$ cat src/rtl/prbs_pkg.sv
// Shared types and polynomial constants for the PRBS pattern generator.
package prbs_pkg;

   localparam int unsigned LFSR_W = 31;

   typedef enum logic [1:0] {
      MODE_PRBS7  = 2'd0,
      MODE_PRBS15 = 2'd1,
      MODE_PRBS23 = 2'd2,
      MODE_PRBS31 = 2'd3
   } prbs_mode_e;

   typedef enum logic [1:0] {
      ST_IDLE     = 2'd0,
      ST_PREAMBLE = 2'd1,
      ST_PRBS     = 2'd2
   } prbs_state_e;

   localparam int unsigned DEG_PRBS7  = 7;
   localparam int unsigned TAP_PRBS7  = 6;
   localparam int unsigned DEG_PRBS15 = 15;
   localparam int unsigned TAP_PRBS15 = 14;
   localparam int unsigned DEG_PRBS23 = 23;
   localparam int unsigned TAP_PRBS23 = 18;
   localparam int unsigned DEG_PRBS31 = 31;
   localparam int unsigned TAP_PRBS31 = 28;

   function automatic int unsigned prbs_degree(prbs_mode_e m);
      case (m)
         MODE_PRBS7:  return DEG_PRBS7;
         MODE_PRBS15: return DEG_PRBS15;
         MODE_PRBS23: return DEG_PRBS23;
         default:     return DEG_PRBS31;
      endcase
   endfunction

   function automatic int unsigned prbs_tap(prbs_mode_e m);
      case (m)
         MODE_PRBS7:  return TAP_PRBS7;
         MODE_PRBS15: return TAP_PRBS15;
         MODE_PRBS23: return TAP_PRBS23;
         default:     return TAP_PRBS31;
      endcase
   endfunction

   // Low-degree-bits mask of the active polynomial.
   function automatic logic [LFSR_W-1:0] prbs_mask(prbs_mode_e m);
      return LFSR_W'((64'd1 << prbs_degree(m)) - 64'd1);
   endfunction

endpackage

$ cat src/rtl/prbs_pattern_gen_if.sv
// Valid/ready beat stream carrying generator output to its sink.
interface prbs_pattern_gen_if #(
   parameter int unsigned DATA_W = 8
);
   logic [DATA_W-1:0] out_data;
   logic              out_valid;
   logic              out_ready;

   modport master (output out_data, output out_valid, input out_ready);
   modport slave  (input out_data, input out_valid, output out_ready);
endinterface

$ cat src/rtl/prbs_lfsr_step.sv
// Combinational STEPS-deep Fibonacci LFSR advance; bits_o holds oldest bit in MSB.
module prbs_lfsr_step
   import prbs_pkg::*;
#(
   parameter int unsigned STEPS = 8
) (
   input  logic [LFSR_W-1:0] state_i,
   input  prbs_mode_e        mode_i,
   output logic [LFSR_W-1:0] state_o,
   output logic [STEPS-1:0]  bits_o
);

   always_comb begin
      logic [LFSR_W-1:0] s;
      logic [LFSR_W-1:0] msk;
      logic [4:0]        hi;
      logic [4:0]        lo;
      logic              fb;
      hi     = 5'(prbs_degree(mode_i) - 1);
      lo     = 5'(prbs_tap(mode_i) - 1);
      msk    = prbs_mask(mode_i);
      s      = state_i;
      fb     = 1'b0;
      bits_o = '0;
      for (int i = 0; i < int'(STEPS); i++) begin
         fb = s[hi] ^ s[lo];
         s  = ((s << 1) | LFSR_W'(fb)) & msk;
         bits_o[STEPS-1-i] = fb;
      end
      state_o = s;
   end

endmodule

$ cat src/rtl/prbs_pattern_gen.sv
// Seed preamble followed by a selectable PRBS stream on a valid/ready port.
// Optional one-shot bit-error injection when PRBS_ERR_INJ_EN is defined.
module prbs_pattern_gen
   import prbs_pkg::*;
#(
   parameter int unsigned DATA_W = 8,
   parameter int unsigned SEED_W = 32
) (
   input  logic              CLK,
   input  logic              RSTn,
   input  logic              start,
   input  logic              abort,
`ifdef PRBS_ERR_INJ_EN
   input  logic              err_inj,
`endif
   input  logic [1:0]        mode,
   input  logic [7:0]        n_rep,
   input  logic [SEED_W-1:0] seed,
   prbs_pattern_gen_if.master out_if,
   output logic              busy,
   output logic              phase
);

   localparam int unsigned CHUNKS = SEED_W / DATA_W;
   localparam int unsigned CNT_W  = (CHUNKS > 1) ? $clog2(CHUNKS) : 1;

   localparam logic [1:0] IDLE     = ST_IDLE;
   localparam logic [1:0] PREAMBLE = ST_PREAMBLE;
   localparam logic [1:0] PRBS     = ST_PRBS;

   logic [1:0]        state_q, state_d;
   logic [DATA_W-1:0] out_data_q, out_data_d, beat_d;
   logic              out_valid_q, out_valid_d;
   logic              busy_q, busy_d, phase_q, phase_d;
   logic [LFSR_W-1:0] lfsr_q, lfsr_d;
   prbs_mode_e        mode_q, mode_d;
   logic [SEED_W-1:0] seed_q, seed_d;
   logic [7:0]        n_rep_q, n_rep_d, rep_q, rep_d;
   logic [CNT_W-1:0]  chunk_q, chunk_d;

   logic [LFSR_W-1:0] load_raw, load_val, step_in, step_next;
   prbs_mode_e        step_mode;
   logic [DATA_W-1:0] step_bits;
   logic              hs;

   function automatic logic [DATA_W-1:0] chunk_of(logic [SEED_W-1:0] w, logic [CNT_W-1:0] idx);
      return DATA_W'(w >> (DATA_W * idx));
   endfunction

   // A zero seed would lock the LFSR, so it is replaced by 1.
   assign load_raw  = seed[LFSR_W-1:0] & prbs_mask(prbs_mode_e'(mode));
   assign load_val  = (load_raw == '0) ? LFSR_W'(1) : load_raw;
   assign step_in   = start ? load_val : lfsr_q;
   assign step_mode = start ? prbs_mode_e'(mode) : mode_q;
   assign hs        = out_valid_q && out_if.out_ready && !start && !abort;

   prbs_lfsr_step #(.STEPS(DATA_W)) u_step (
      .state_i (step_in),
      .mode_i  (step_mode),
      .state_o (step_next),
      .bits_o  (step_bits)
   );

   always_comb begin
      state_d     = state_q;
      beat_d      = out_data_q;
      out_valid_d = out_valid_q;
      lfsr_d      = lfsr_q;
      mode_d      = mode_q;
      seed_d      = seed_q;
      n_rep_d     = n_rep_q;
      rep_d       = rep_q;
      chunk_d     = chunk_q;
      if (start) begin
         mode_d      = prbs_mode_e'(mode);
         seed_d      = seed;
         n_rep_d     = n_rep;
         rep_d       = '0;
         chunk_d     = '0;
         out_valid_d = 1'b1;
         if (n_rep == 8'd0) begin
            state_d = PRBS;
            lfsr_d  = step_next;
            beat_d  = step_bits;
         end else begin
            state_d = PREAMBLE;
            lfsr_d  = load_val;
            beat_d  = seed[DATA_W-1:0];
         end
      end else if (abort) begin
         state_d     = IDLE;
         out_valid_d = 1'b0;
         beat_d      = '0;
         rep_d       = '0;
         chunk_d     = '0;
      end else if (hs) begin
         case (state_q)
            PREAMBLE: begin
               if (chunk_q == CNT_W'(CHUNKS - 1)) begin
                  chunk_d = '0;
                  if (rep_q == 8'(n_rep_q - 8'd1)) begin
                     state_d = PRBS;
                     lfsr_d  = step_next;
                     beat_d  = step_bits;
                  end else begin
                     rep_d  = rep_q + 8'd1;
                     beat_d = chunk_of(seed_q, '0);
                  end
               end else begin
                  chunk_d = CNT_W'(chunk_q + 1'b1);
                  beat_d  = chunk_of(seed_q, CNT_W'(chunk_q + 1'b1));
               end
            end
            PRBS: begin
               lfsr_d = step_next;
               beat_d = step_bits;
            end
            default: ;
         endcase
      end
      busy_d  = (state_d != IDLE);
      phase_d = (state_d == PRBS);
   end

`ifdef PRBS_ERR_INJ_EN
   logic arm_q, arm_d, flip_q, flip_d, prbs_load;

   // Armed flag persists until the flipped beat is actually accepted.
   assign prbs_load = (state_d == PRBS) && (start || hs);

   always_comb begin
      arm_d      = arm_q | err_inj;
      flip_d     = flip_q;
      out_data_d = beat_d;
      if (hs && flip_q) begin
         arm_d  = err_inj;
         flip_d = 1'b0;
      end
      if (start || abort) flip_d = 1'b0;
      if (prbs_load && arm_d) begin
         out_data_d[0] = ~beat_d[0];
         flip_d        = 1'b1;
      end
   end

   always_ff @(posedge CLK or negedge RSTn) begin
      if (!RSTn) begin
         arm_q  <= 1'b0;
         flip_q <= 1'b0;
      end else begin
         arm_q  <= arm_d;
         flip_q <= flip_d;
      end
   end
`else
   assign out_data_d = beat_d;
`endif

   always_ff @(posedge CLK or negedge RSTn) begin
      if (!RSTn) begin
         state_q     <= IDLE;
         out_data_q  <= '0;
         out_valid_q <= 1'b0;
         busy_q      <= 1'b0;
         phase_q     <= 1'b0;
         lfsr_q      <= LFSR_W'(1);
         mode_q      <= MODE_PRBS7;
         seed_q      <= '0;
         n_rep_q     <= '0;
         rep_q       <= '0;
         chunk_q     <= '0;
      end else begin
         state_q     <= state_d;
         out_data_q  <= out_data_d;
         out_valid_q <= out_valid_d;
         busy_q      <= busy_d;
         phase_q     <= phase_d;
         lfsr_q      <= lfsr_d;
         mode_q      <= mode_d;
         seed_q      <= seed_d;
         n_rep_q     <= n_rep_d;
         rep_q       <= rep_d;
         chunk_q     <= chunk_d;
      end
   end

   assign out_if.out_data  = out_data_q;
   assign out_if.out_valid = out_valid_q;
   assign busy             = busy_q;
   assign phase            = phase_q;

endmodule

$ cat src/flat_wrapper.sv
// flat-port wrapper written by rule: the top's interface ports become plain ports
module prbs_pattern_gen_flat import prbs_pkg::*;
#(
   parameter int unsigned DATA_W = 8,
   parameter int unsigned SEED_W = 32
)
  (CLK, RSTn, start, abort, mode, n_rep, seed, busy, phase, out_if_out_data, out_if_out_valid, out_if_out_ready);
  prbs_pattern_gen_if #(.DATA_W(DATA_W)) out_if_i ();
  input  logic CLK;
  input  logic RSTn;
  input  logic start;
  input  logic abort;
  input  logic [1:0] mode;
  input  logic [7:0] n_rep;
  input  logic [SEED_W-1:0] seed;
  output logic busy;
  output logic phase;
  output wire logic [$bits(out_if_i.out_data)-1:0] out_if_out_data;
  output wire logic [$bits(out_if_i.out_valid)-1:0] out_if_out_valid;
  input wire logic [$bits(out_if_i.out_ready)-1:0] out_if_out_ready;
  assign out_if_out_data = out_if_i.out_data;
  assign out_if_out_valid = out_if_i.out_valid;
  assign out_if_i.out_ready = out_if_out_ready;
  prbs_pattern_gen #(.DATA_W(DATA_W), .SEED_W(SEED_W)) u_core (.CLK(CLK), .RSTn(RSTn), .start(start), .abort(abort), .mode(mode), .n_rep(n_rep), .seed(seed), .out_if(out_if_i), .busy(busy), .phase(phase));
endmodule
$ cat config.mk
export PLATFORM = sky130hd
export DESIGN_NAME = prbs_pattern_gen_flat
export DESIGN_NICKNAME = d
export VERILOG_FILES = /design/src/rtl/prbs_pkg.sv /design/src/rtl/prbs_pattern_gen_if.sv /design/src/rtl/prbs_lfsr_step.sv /design/src/rtl/prbs_pattern_gen.sv /design/src/flat_wrapper.sv
export SDC_FILE = /design/constraint.sdc
export NUM_CORES = 1
export LEC_CHECK = 0
export ABC_CLOCK_PERIOD_IN_PS = 3000
export CAP_MARGIN = 10
export CORE_UTILIZATION = 36
export DETAILED_ROUTE_END_ITERATION = 8
export SYNTH_ARGS = -nofsm -noshare
export SYNTH_HDL_FRONTEND = slang
export SYNTH_SLANG_ARGS = --single-unit
export TNS_END_PERCENT = 5
$ cat constraint.sdc
create_clock -name CLK -period 3 [get_ports CLK]
set_clock_uncertainty 0.05 [all_clocks]
set_input_delay 0.45 -clock CLK [delete_from_list [all_inputs] [get_ports CLK]]
set_output_delay 0.45 -clock CLK [all_outputs]
set_load 0.01 [all_outputs]
# Word-level counts from Yosys, hierarchy flattened
# Cells that the tools add are included.
[op_classes]
n_addsub = 7
mul = 0
div = 0
order_cmp = 2
eq_ne = 13
shift = 3
muxes = 72
n_bitwise = 25
n_reduce_logical = 21
[ops]
columns = ["op", "n"]
rows = [
  ["AND 31 bit", 9],
  ["two-way mux 31 bit", 8],
  ["OR 31 x 1 -> 31 bit", 8],
  ["two-way mux 8 bit", 12],
  ["binary-select mux 1 bit (select 5 bit)", 16],
  ["case mux 31 bit (2 select lines)", 1],
  ["<< shifter 1 x 5 -> 31 bit (first input constant)", 2],
  ["subtractor 31 x 1 -> 31 bit (second input constant)", 2],
  ["case mux 5 bit (3 select lines)", 3],
  [">> shifter 32 x 5 -> 8 bit", 1],
  ["logical NOT 31 bit", 1],
  ["two-way mux 2 bit", 13],
  ["two-way mux 1 bit", 18],
  ["case mux 8 bit (2 select lines)", 1],
  ["< comparator 5 x 6 -> 1 bit (second input constant)", 2],
  ["nonzero test 3 bit", 4],
  ["== test 2 bit (second input constant)", 5],
  ["subtractor 5 x 1 -> 5 bit (second input constant)", 2],
  ["adder 8 x 1 -> 8 bit (second input constant)", 1],
  ["== test 8 bit", 1],
  ["logical NOT 8 bit", 1],
  ["subtractor 8 x 1 -> 8 bit (second input constant)", 1],
  ["bitwise XOR 1 bit", 8],
  ["== test 2 x 1 -> 1 bit (second input constant)", 3],
  ["12 further kinds", 20],
]
[word_totals]
register_bits = 96
latchBits = 0
ramBits = 0
mem_bits_ro = 0
wordCells = 154
mem_count = 0

# Depth between registers and ports, before layout
# Gate-level depths: netlist of run 1.
[logic_depth]
ltp_word = 54
ltp_mapped = 12

# Modules after synthesis
# From an unflattened synthesis of run 1, not the netlist that was laid out.
[unflattened]
hier_cells = 667
hier_area_um2 = 6369.9
[by_module_without_submodules]
columns = ["module", "n_inst", "cells_each", "area_per_inst_um2"]
rows = [
  ["prbs_pattern_gen", 1, 574, 5586.6],
  ["prbs_lfsr_step", 1, 93, 783.3],
]

# Least setup slack after synthesis of run 1
# No wires, ideal clock.
[synth_path]
kind = "reg-to-reg"
start = "reg u_core.chunk_q[0]"
end = "reg u_core.out_data_q[0], in the netlist u_core.out_if.out_data[0]"
setup_time_ns = 0.119
arrival_time_ns = 2.605
setup_slack_ns = 0.226
path_stages_with_launch = 8
n_path_buf = 1
period_less_slack_ns = 2.774
path_cell_list = "dfrtp_1 > ha_1 > clkbuf_1 > mux4_2 > a32o_1 > a311o_1 > o32ai_1 > o21ba_1"
[synth_via]
elab_chain_len = 7
word_cells_on_any_way = 8
[synth_lines]
columns = ["element", "line_no", "text"]
rows = [
  ["start: declaration", "prbs_pattern_gen.sv:39", "logic [CNT_W-1:0] chunk_q, chunk_d;"],
  ["start signal: assignment", "prbs_pattern_gen.sv:183", "chunk_q <= chunk_d;"],
  ["adder 2 x 1 -> 2 bit", "prbs_pattern_gen.sv:111", "beat_d = chunk_of(seed_q, CNT_W'(chunk_q + 1'b1));"],
  [">> shifter 32 x 5 -> 8 bit", "prbs_pattern_gen.sv:47", "return DATA_W'(w >> (DATA_W * idx));"],
  ["two-way mux 8 bit *", "prbs_pattern_gen.sv:99", "if (chunk_q == CNT_W'(CHUNKS - 1)) begin"],
  ["case mux 8 bit (2 select lines) *", "prbs_pattern_gen.sv:97", "case (state_q)"],
  ["two-way mux 8 bit *", "prbs_pattern_gen.sv:96", "end else if (hs) begin"],
  ["two-way mux 8 bit *", "prbs_pattern_gen.sv:90", "end else if (abort) begin"],
  ["two-way mux 8 bit *", "prbs_pattern_gen.sv:74", "if (start) begin"],
  ["end signal: assignment", "prbs_pattern_gen.sv:174", "out_data_q <= out_data_d;"],
  ["end: declaration", "prbs_pattern_gen.sv:32", "logic [DATA_W-1:0] out_data_q, out_data_d, beat_d;"],
]
# Every way passes the cells marked *; elsewhere a longest branch is shown, timed or not. The select of a mux whose other input is x is not followed.
# A chain may end at the register's enable or synchronous reset.

# Worst setup path after layout of run 1
[layout_path]
start = "reg u_core.n_rep_q[1]"
end = "reg u_core.out_data_q[0], in the netlist u_core.out_if.out_data[0]"
[layout_via]
elab_chain_len = 8
[layout_lines]
columns = ["element", "line_no", "text"]
rows = [
  ["start: declaration", "prbs_pattern_gen.sv:38", "logic [7:0] n_rep_q, n_rep_d, rep_q, rep_d;"],
  ["start signal: assignment", "prbs_pattern_gen.sv:181", "n_rep_q <= n_rep_d;"],
  ["subtractor 8 x 1 -> 8 bit", "prbs_pattern_gen.sv:101", "if (rep_q == 8'(n_rep_q - 8'd1)) begin"],
  ["== test 8 bit", "prbs_pattern_gen.sv:101", ""],
  ["two-way mux 8 bit", "prbs_pattern_gen.sv:101", ""],
  ["two-way mux 8 bit", "prbs_pattern_gen.sv:99", ""],
  ["case mux 8 bit (2 select lines)", "prbs_pattern_gen.sv:97", ""],
  ["two-way mux 8 bit", "prbs_pattern_gen.sv:96", ""],
  ["two-way mux 8 bit", "prbs_pattern_gen.sv:90", ""],
  ["two-way mux 8 bit", "prbs_pattern_gen.sv:74", ""],
]
# No other way between the ends. The select of a mux whose other input is x is not followed.

==> results of run 1 <==
## cells by family after synthesis
family                   synth area share
AO/OA/AOI/OAI                       0.213
multiplexers                        0.138
XOR/XNOR                           0.0392
flip-flops                          0.386
adder cells (fa/ha/maj)            0.0121
buffers and inverters              0.0472
AND/OR/NAND/NOR                     0.165
## critical path: cells and delay by family, from the launching register on
| kind | cells | cell delay (ns) |
|---|---|---|
| fa+ha+maj | 1 | 0.25 |
| buf+inv | 2 | 0.28 |
| compound gates | 6 | 1.45 |
| simple gates | 2 | 0.26 |
| flops | 1 | 0.41 |
## registers in the layout, summed over array words and instances (netlist names)
name	count
u_core.chunk_q	2
u_core.phase	1
u_core.n_rep_q	8
u_core.mode_q	2
u_core.lfsr_q	31
u_core.out_if.out_data	8
u_core.rep_q	8
u_core.busy	1
u_core.seed_q	32
u_core.out_if.out_valid	1
u_core.state_q	2
## what timing repair did
item | in CTS | in global routing
resized for setup | 1 | 12
hold endpoints to repair | 0 | 0
setup endpoints to repair | 5 | 18
pin swaps | 0 | 9
setup buffers | 0 | 0
gates cloned | 0 | 0
## worst min-delay path by stage
stage	end	slack, ns
after detailed placement	u_core.lfsr_q[30]	0.43
final	u_core.mode_q[1]	0.03
after global placement	u_core.lfsr_q[20]	0.42
after global routing	u_core.lfsr_q[11]	0.07
after CTS	u_core.lfsr_q[30]	0.05
after floorplan	u_core.busy	0.10
## metrics by stage
| step | util | power [uW] |
|---|---|---|
| final | 0.478 | 3870 |
| after global routing | 0.478 | 4040 |
| after floorplan | - | 2120 |
| after detailed placement | 0.457 | 2670 |
| after CTS | 0.475 | 3870 |
| after global placement | 0.457 | 2650 |
## per-layer routing
metal,part of all wire,GRT usage,vias to the layer above
met5,0,0,-
met2,0.44,0.395,240
met1,0.45,0.367,2965
li1,-,-,2769
met4,0.043,0.139,0
met3,0.064,0.0445,54
## layout by cell type, fill, tap and decap left out, drive strengths merged, types with 8 or more instances in the layout
master / Yosys / final
o21ai: 43 / 43
buf: 24 / 103
inv: 20 / 24
nor2: 77 / 77
a31oi: 20 / 20
xnor2: 18 / 18
a22oi: 11 / 11
mux2i: 16 / 16
nor3: 11 / 11
xor2: 9 / 9
and3: 8 / 8
clkbuf: 27 / 9
nand3: 19 / 19
o211ai: 12 / 12
a211oi: 10 / 10
dfrtp: 95 / 95
mux2: 40 / 40
mux4: 10 / 10
nand2: 52 / 52
a21oi: 58 / 58
clkdlybuf4s50: 0 / 53
nor4: 11 / 11
## where the power goes
part	total [uW]	switching, uW	internal (uW)	leakage [uW]
Clock	1200	601	596	0.000146
Combinational	1120	577	540	0.00197
Sequential	1550	126	1430	0.00116
Total	3870	1300	2560	0.00328
## layout make-up
type                       instances  area share
clock inverter                     7     0.00999
clock buffer                       9      0.0281
timing repair buffer             158       0.171
inverter                          20     0.00936
multi-input combinational        521       0.447
sequential                        96       0.300
tap                              220      0.0343
==> reports/qor.txt, run 1 <==
Post-layout min period -> 2.80 ns
Fin area -> 0.00802 mm2
Vias per Instance -> 5.85
Layout area overhead -> 28.7%
Fin. Hold Viols -> 0
Post-synth ARST share -> 1.00
Max-cap violations -> 0
Synth cell count leaders -> dfrtp_1 (95), nor2_1 (77), a21oi_1 (58)
Yosys top cell area share -> 0.382
Num CTS Buffers -> 9
Syn_nets -> 741
DR WL/cell -> 21.9 um
CP Launch Type -> register
Maximum root-to-sink buffer count -> 2
CTS clk-pin slew, worst paths -> 0.08 ns
Final setup fails -> 0
First-pass GRT wire length -> 35400 um
I/O Buffers -> 57
Seq/Total Area, Yosys -> 0.386
Dominant cells by area after synthesis -> dfrtp_1 (38%), mux2_2 (7.2%), a21oi_1 (4.7%)
Drt drc -> 0
Total gr overflow -> 0
Post-synthesis cell area -> 0.00623 mm2
Gpl congestion -> 0.968
Root cell of the clock tree -> clkbuf_16
Setup tns final -> 0 ns
Share of cells above drive strength 1 -> 0.242
Synth warnings -> 0
Worst EP arrival -> 3.00 ns
Place WS -> -0.433 ns
Worst-margin pin slew -> 0.603 ns
Required @ worst endpoint -> 3.20 ns
CP Max Fanout -> 5
Routed Antenna Nets -> 0
PwrDens -> 482 mW/mm2
RSZ-0062 raised after global routing -> true
DP Cell Count -> 1015
Post-Layout Cell Count -> 1031
Reg-to-Reg Start -> u_core.n_rep_q[1]
Via count -> 6028
Main synth FF type -> dfrtp_1
Starting Density -> 0.372
Placeable core region -> 0.0168 mm2
Tightest Hold Check Type -> input pin to async pin
Total clock sinks -> 96
Crit. Startpoint -> u_core.n_rep_q[1]
FF+latch count, synth -> 96
Largest stage delay, worst path -> 0.48 ns
Critical Path End Type -> register
Final hold slack -> 0.0281 ns
Worst-path cell with the longest stage delay -> a2111oi_2
EDFF count, synth -> 0
DR iter-0 viols -> 594
Worst vdd ir -> 0.000296 V
Count leader, synth -> dfrtp_1
Crit path to -> u_core.out_if.out_data[0]
DIE WIDTH -> 134 um
Area of the multi-input gates -> 0.00359 mm2
FF+latch area -> 0.00240 mm2
Worst reg-to-reg setup slack -> 0.20 ns
Hold-fix buffers, CTS -> 0
RR Endpoint -> u_core.out_if.out_data[0]
Gr usage total -> 0.265
Row Count -> 47
CTS H-tree lvls -> 3
Antenna diode count -> 0
Placed inst area -> 0.00766 mm2
IO Count -> 58
PnR worst setup slack -> 0.198 ns
Mean Syn Cell Area -> 9.05 um2
R2R depth -> 11
DP HPWL -> 17700 um
Largest net degree at the start of global routing -> 45
Period utilisation layout -> 0.934
Max Freq -> 357 MHz
Initial antenna violation count -> 0
Critical path class -> register to register
Slew HR -> 0.594
Leak Pwr -> 0.00328 uW
Mapped Cells -> 688
Layout Nets -> 859
Die ar. -> 0.0178 mm2
Vias in the first global route -> 6087
Number of distinct library cells after synthesis -> 72
Fillers -> 1586
Drt first pass iters -> 6
CTS tree -> built
Clk_lat worst skew -> 0.36 ns
Count of final max-slew check failures -> 0
Routed wire length -> 22600 um
Cell taking the most area after synthesis -> dfrtp_1
Status -> finished, final reports clean
Die Y-Extent -> 134 um
Crit path cell chain -> inv_1 -> ha_1 -> nand2b_1 -> nand3_1 -> o21ai_0 -> a2111oi_2 -> buf_4 -> a21oi_1 -> a311o_1 -> o32ai_1 -> o21ba_1
Power figures use the tool's default switching activity.
==> inputs of run 2 (changes only) <==
--- a/config.mk
+++ b/config.mk
@@ -11,2 +11,3 @@
 export DETAILED_ROUTE_END_ITERATION = 8
+export SLEW_MARGIN = 30
 export SYNTH_ARGS = -nofsm -noshare
==> constraint.sdc (replaced) <==
create_clock -name CLK -period 3 [get_ports CLK]
set_clock_uncertainty 0.05 [all_clocks]
set_input_delay 0.6 -clock CLK [delete_from_list [all_inputs] [get_ports CLK]]
set_output_delay 0.6 -clock CLK [all_outputs]
set_load 0.01 [all_outputs]
==> run 2 against run 1 <==
  * Sequential power about the same
  * Combinational power hardly changed
  * Critical endpoint is now u_core.out_if.out_data[7]
  * Largest power group unchanged
  * Via count rose by 2.8%
  * Flip-flop and latch count stayed put
  * Routed wire length decreased by 2.5%
  * Hold slack improved by 0.21 ns
  * Sequential share of layout area fell by 0.26 points
==> reports/qor.txt, run 2 (synthesized netlist as in run 1, its figures left out) <==
Fin area -> 0.00809 mm2 (+0.89%)
Critical Path End Type -> register
Required @ worst endpoint -> 3.21 ns (about the same)
Most prevalent standard cell on the critical path -> buf_4
PnR worst setup slack -> 0.141 ns (-0.0564 ns)
Layout Nets -> 867 (+0.93%)
Count of final max-slew check failures -> 0 (unchanged)
Layout area overhead -> 29.9%
Final setup fails -> 0 (unchanged)
Largest stage delay, worst path -> 0.45 ns (-0.03 ns)
DIE WIDTH -> 134 um (unchanged)
DP HPWL -> 17100 um (-3.1%)
Slew HR -> 0.474 (-0.120)
Crit path cell chain -> inv_1 -> ha_1 -> nand2b_1 -> nand3_1 -> o21ai_0 -> a2111oi_2 -> buf_4 -> nand2_1 -> buf_4 -> a31oi_1 -> nor4_2 -> a311oi_1
Starting Density -> 0.372 (unchanged)
IO Count -> 58 (unchanged)
Gpl congestion -> 0.981 (+1.4%)
Worst EP arrival -> 3.06 ns (+0.06 ns)
Placed inst area -> 0.00772 mm2 (+0.83%)
CTS clk-pin slew, worst paths -> 0.07 ns (about the same)
CP bufs+invs -> 3 (+1)
Drt drc -> 0 (unchanged)
Max Freq -> 350 MHz (-2.0%)
First-pass GRT wire length -> 34500 um (-2.8%)
CP Launch Type -> register
Vias per Instance -> 5.97 (+2.0%)
Routed Antenna Nets -> 0 (unchanged)
Largest net degree at the start of global routing -> 82 (+82%)
PwrDens -> 477 mW/mm2 (-1.1%)
Critical path's top delay family -> compound AO/OA/AOI/OAI gates
Root cell of the clock tree -> clkbuf_16
Max reg flops -> 32 (unchanged)
Tightest Hold Check Type -> input pin to async pin
Worst-margin pin slew -> 0.788 ns (+0.186 ns)
Die Y-Extent -> 134 um (unchanged)
CTS H-tree lvls -> 3 (unchanged)
DR iter-0 viols -> 673 (+13%)
Top Registers -> u_core.seed_q x32, u_core.lfsr_q x31
Total gr overflow -> 0 (unchanged)
Die ar. -> 0.0178 mm2 (unchanged)
Drt first pass iters -> 5 (-1)
CP Max Fanout -> 10 (+5)
I/O Buffers -> 57 (unchanged)
Most frequent cells in the layout -> buf_4 (107), dfrtp_1 (95), nor2_1 (77)
Max-cap violations -> 0 (unchanged)
Routed wire length -> 22000 um (-2.5%)
Total clock sinks -> 96 (unchanged)
Leak Pwr -> 0.00332 uW (+1.2%)
Gr usage total -> 0.255 (-0.00991)
CTS tree -> built
Critical path class -> register to register
Top reg by flops -> u_core.seed_q
Clk_lat worst skew -> 0.36 ns (about the same)
RSZ-0062 raised after global routing -> false
Placeable core region -> 0.0168 mm2 (unchanged)
Post-CTS setup buffer count -> 0 (unchanged)
Num CTS Buffers -> 9 (unchanged)
Via count -> 6199 (+2.8%)
Setup tns final -> 0 ns (unchanged)
Worst-path cell with the longest stage delay -> dfrtp_1
Place WS -> -0.588 ns (-0.155 ns)
Status -> finished, final reports clean
Row Count -> 47 (unchanged)
Fin. Hold Viols -> 0 (unchanged)
Vias in the first global route -> 5960 (-2.1%)
Period utilisation layout -> 0.953 (+0.0188)
Maximum root-to-sink buffer count -> 2 (unchanged)
DR WL/cell -> 21.2 um (-3.3%)
Initial antenna violation count -> 0 (unchanged)
Share of cells above drive strength 1 -> 0.249 (+0.00741)
Post-layout min period -> 2.86 ns (+0.0564 ns)
Worst vdd ir -> 0.000289 V (-2.4%)
Commonest non-fill, non-tap cell in the layout -> buf_4
Antenna diode count -> 0 (unchanged)
[run 2: report_power, final]
group          internal [uW]  total (uW)  switching [uW]
registers               1430        1550             127
logic                    543        1120             580
clock network            623        1180             558
[run 2: worst register-to-register path: cells and delay by family (launching register included)]
kind	cells	cell delay (ns)
and+or+nand+nor	4	0.45
AOI/OAI and AO/OA	4	1.03
DFF	1	0.45
adders and majority gates	1	0.28
buffers and inverters	3	0.50
[run 2: routing by layer]
layer | GRT usage | wire, um
met1 | 0.359 | 9810
met2 | 0.378 | 9620
met3 | 0.0407 | 1610
met4 | 0.127 | 961
met5 | 0 | 0
[run 2: final cells by class]
class | count | area (um2)
Clock buffer | 11 | 253
Clock inverter | 5 | 50.0
Fill cell | 1552 | 8670
Inverter | 20 | 75.1
Multi-Input combinational cell | 521 | 3600
Sequential cell | 96 | 2400
Tap cell | 220 | 275
Timing Repair Buffer | 166 | 1430
[run 2: path summary, 6_finish.rpt]
| kind | startpoint | end | slack, ns | depth (start not counted) |
|---|---|---|---|---|
| max | u_core.n_rep_q[0] | u_core.out_if.out_data[7] | 0.14 | 12 |
| min | RSTn | u_core.lfsr_q[21] | 0.24 | 1 |
| max reg2reg | u_core.n_rep_q[0] | u_core.out_if.out_data[7] | 0.14 | 12 |
| min reg2reg | u_core.seed_q[23] | u_core.seed_q[23] | 0.46 | 1 |
| max in group asynchronous | RSTn | u_core.n_rep_q[4] | 2.01 | 2 |
| min in group CLK | u_core.seed_q[23] | u_core.seed_q[23] | 0.46 | 1 |
[run 2: timing repair]
item | 4_1_cts | 5_1_grt
gates resized for setup | 3 | 11
setup endpoints to repair | 4 | 13
hold buffers | 0 | 0
cloned | 0 | 0
endpoints found under the hold margin | 0 | 0
pin swaps | 1 | 8
[run 2: per-stage QoR]
stage	std cells	hold WS, ns	power (uW)	utilization
6_report	1039	0.237	3860	0.483
5_1_grt	1039	0.302	4030	0.483
4_1_cts	1039	0.285	3850	0.479
3_5_place_dp	1023	0.444	2670	0.461
3_3_place_gp	1023	0.437	2650	0.460
2_1_floorplan	688	0.254	2120	-
==> inputs of run 3 (changes only) <==
Settings changed: PLACE_DENSITY set to 0.54, SYNTH_HIERARCHICAL set to 1.
==> run 3 against run 2 <==
  * Flip-flop and latch count unchanged
  * Clock power down 3%
  * Non-clock buffer count up 22
  * Sequential power barely moved
  * Critical path depth down 2
  * Synthesized cell count fell by 3.1%
  * Combinational power up 6%
  * Global-route usage shrank 2.6 points
  * Maximum frequency down 3.3%
==> reports/qor.txt, run 3 <==
Placed inst area -> 0.00792 mm2 (+2.5%)
IO Count -> 58 (unchanged)
Starting Density -> 0.368 (-0.00328)
Leak Pwr -> 0.00382 uW (+15%)
Critical path's top delay family -> simple AND/OR/NAND/NOR gates
Max Freq -> 338 MHz (-3.3%)
I/O Buffers -> 57 (unchanged)
Synth warnings -> 6 (+6)
Layout Nets -> 864 (-0.35%)
Main synth FF type -> dfrtp_1
Row Count -> 48 (+2.1%)
Max reg flops -> 32 (unchanged)
Post-layout min period -> 2.96 ns (+0.0970 ns)
Synth cell count leaders -> nand2_1 (116), dfrtp_1 (95), o21ai_0 (88)
Top Registers -> u_core/seed_q x32, u_core/lfsr_q x31
Count of final max-slew check failures -> 0 (unchanged)
Most frequent cells in the layout -> buf_4 (118), nand2_1 (115), dfrtp_1 (95)
Gpl congestion -> 0.937 (-4.4%)
Worst vdd ir -> 0.000331 V (+15%)
Commonest non-fill, non-tap cell in the layout -> buf_4
EDFF count, synth -> 0 (unchanged)
Reg-to-Reg Start -> u_core/n_rep_q[0]
Mapped Cells -> 667 (-3.1%)
Clk_lat worst skew -> 0.37 ns (about the same)
CTS tree -> built
Root cell of the clock tree -> clkbuf_16
Crit path cell chain -> inv_2 -> ha_4 -> or3b_4 -> or4_4 -> a2111oi_4 -> o211ai_4 -> o21ai_4 -> buf_12 -> clkbuf_16 -> mux2_2
Post-synthesis cell area -> 0.00637 mm2 (+2.3%)
Synth Area in XOR/XNOR -> 0.0371 (-0.00206)
DP Cell Count -> 1016 (-0.68%)
Post-synth ARST share -> 1.00 (unchanged)
DP HPWL -> 15000 um (-12%)
Syn_nets -> 720 (-2.8%)
Worst EP arrival -> 3.15 ns (+0.09 ns)
Num CTS Buffers -> 9 (unchanged)
Slew HR -> 0.488 (+0.0133)
Max-cap violations -> 0 (unchanged)
Setup tns final -> 0 ns (unchanged)
Layout area overhead -> 33.6%
DIE WIDTH -> 135 um (+1.1%)
Largest stage delay, worst path -> 0.43 ns (-0.02 ns)
Mean Syn Cell Area -> 9.55 um2 (+5.5%)
Status -> finished, final reports clean
CTS clk-pin slew, worst paths -> 0.07 ns (about the same)
Compound-cell area share of the yosys netlist -> 0.144 (-0.0692)
Yosys top cell area share -> 0.373 (-0.00855)
CP Launch Type -> register
Required @ worst endpoint -> 3.20 ns (about the same)
Period utilisation layout -> 0.985 (+0.0323)
Worst-margin pin slew -> 0.769 ns (-0.0199 ns)
Via count -> 5710 (-7.9%)
Drt first pass iters -> 5 (unchanged)
Tightest Hold Check Type -> input pin to async pin
First-pass GRT wire length -> 31400 um (-8.9%)
Total clock sinks -> 96 (unchanged)
FF+latch count, synth -> 96 (unchanged)
RSZ-0062 raised after global routing -> true
CTS H-tree lvls -> 3 (unchanged)
Synth Area in Adders -> 0.0118 (-0.000270)
Gr usage total -> 0.229 (-0.0263)
Cell taking the most area after synthesis -> dfrtp_1
Crit. Startpoint -> u_core/n_rep_q[0]
Maximum root-to-sink buffer count -> 2 (unchanged)
Count leader, synth -> nand2_1
Antenna diode count -> 0 (unchanged)
Final setup fails -> 0 (unchanged)
Main combinational cell family by area after synthesis -> multiplexers
Initial antenna violation count -> 0 (unchanged)
Share of cells above drive strength 1 -> 0.339 (+0.0904)
Critical path class -> register to register
Seq/Total Area, Yosys -> 0.377 (-0.00864)
Largest net degree at the start of global routing -> 68 (-17%)
Routed Antenna Nets -> 0 (unchanged)
Fin. Hold Viols -> 0 (unchanged)
Critical Path End Type -> register
Top reg by flops -> u_core/seed_q
CP bufs+invs -> 3 (unchanged)
CP Max Fanout -> 6 (-4)
Total gr overflow -> 0 (unchanged)
Fin area -> 0.00851 mm2 (+5.2%)
Post-Layout Cell Count -> 1041 (+0.19%)
Die Y-Extent -> 135 um (+1.1%)
Die ar. -> 0.0182 mm2 (+2.3%)
DR iter-0 viols -> 456 (-32%)
Fillers -> 1618 (+4.3%)
Placeable core region -> 0.0173 mm2 (+3.2%)
DR WL/cell -> 19.5 um (-7.7%)
Worst reg-to-reg setup slack -> 0.04 ns (-0.10 ns)
Routed wire length -> 20300 um (-7.5%)
Synth Area in Simple Gates -> 0.156 (-0.00820)
Mux share of post-synthesis cell area -> 0.215 (+0.0770)
Vias per Instance -> 5.49 (-8.1%)
Dominant cells by area after synthesis -> dfrtp_1 (37%), mux2_2 (11%), o21ai_0 (6.9%)
Number of distinct library cells after synthesis -> 57 (-21%)
Vias in the first global route -> 5687 (-4.6%)
PwrDens -> 453 mW/mm2 (-5.1%)
Drt drc -> 0 (unchanged)
Worst-path cell with the longest stage delay -> or4_4
## run 3: cell types whose count changed after synthesis, sizes merged, moves of 7 or more
cell	previous run	this run
nand3	19	5
o21ai	43	91
clkbuf	27	34
o211ai	12	3
a22oi	11	2
a31oi	20	0
nor2	77	15
nand2	52	116
a21oi	58	16
mux2i	16	29
mux2	40	66
## run 3: path summary, 6_finish.rpt
path,end,cells after the start
setup / recovery,u_core/lfsr_q[7],10
hold / removal,u_core/lfsr_q[11],1
setup reg to reg,u_core/lfsr_q[7],10
hold reg to reg,u_core/lfsr_q[29],1
max in group asynchronous,u_core/lfsr_q[13],2
min in group CLK,u_core/lfsr_q[29],1
## run 3: through the flow
| stage | util | setup WS [ns] | hold WS [ns] | power [uW] |
|---|---|---|---|---|
| 2_1_floorplan | - | -0.252 | 0.254 | 2160 |
| 3_3_place_gp | 0.458 | -0.740 | 0.437 | 2630 |
| 3_5_place_dp | 0.458 | -0.882 | 0.442 | 2650 |
| 4_1_cts | 0.481 | -0.0312 | 0.373 | 3830 |
| 5_1_grt | 0.492 | -0.0556 | 0.246 | 4040 |
| 6_report | 0.492 | 0.0444 | 0.178 | 3850 |
## run 3: routing by layer
metal,share of wire,track usage
met2,0.47,0.369
met1,0.45,0.308
met3,0.047,0.0244
met4,0.036,0.105
met5,0,0
## run 3: final cells by class
type | instances | area [um2] | area share
Clock inverter | 7 | 60.1 | 0.00706
Clock buffer | 9 | 225 | 0.0265
Sequential cell | 96 | 2400 | 0.282
Tap cell | 225 | 282 | 0.0331
Multi-Input combinational cell | 495 | 3770 | 0.443
Timing Repair Buffer | 188 | 1690 | 0.198
Inverter | 21 | 78.8 | 0.00926
## run 3: kinds of logic (layout without fill, tap and decap cells)
| family | Yosys count | in the layout |
|---|---|---|
| xor+xnor | 27 | 27 |
| flops | 96 | 96 |
| simple gates | 208 | 208 |
| buf+inv | 76 | 225 |
| fa+ha+maj | 6 | 6 |
| compound gates | 145 | 145 |
| mux | 109 | 109 |
## run 3: timing repair
| action | 4_1_cts | 5_1_grt |
|---|---|---|
| setup endpoints to repair | 13 | 40 |
| cloned | 0 | 3 |
| pin swaps | 19 | 17 |
| buffers inserted | 3 | 3 |
| endpoints found under the hold margin | 0 | 0 |
| gates resized for setup | 38 | 27 |
| hold buffers | 0 | 0 |
## run 3: power breakdown
group | internal, uW | switching (uW) | total [uW]
Sequential | 1430 | 88.0 | 1520
Clock | 577 | 566 | 1140
Combinational | 608 | 581 | 1190
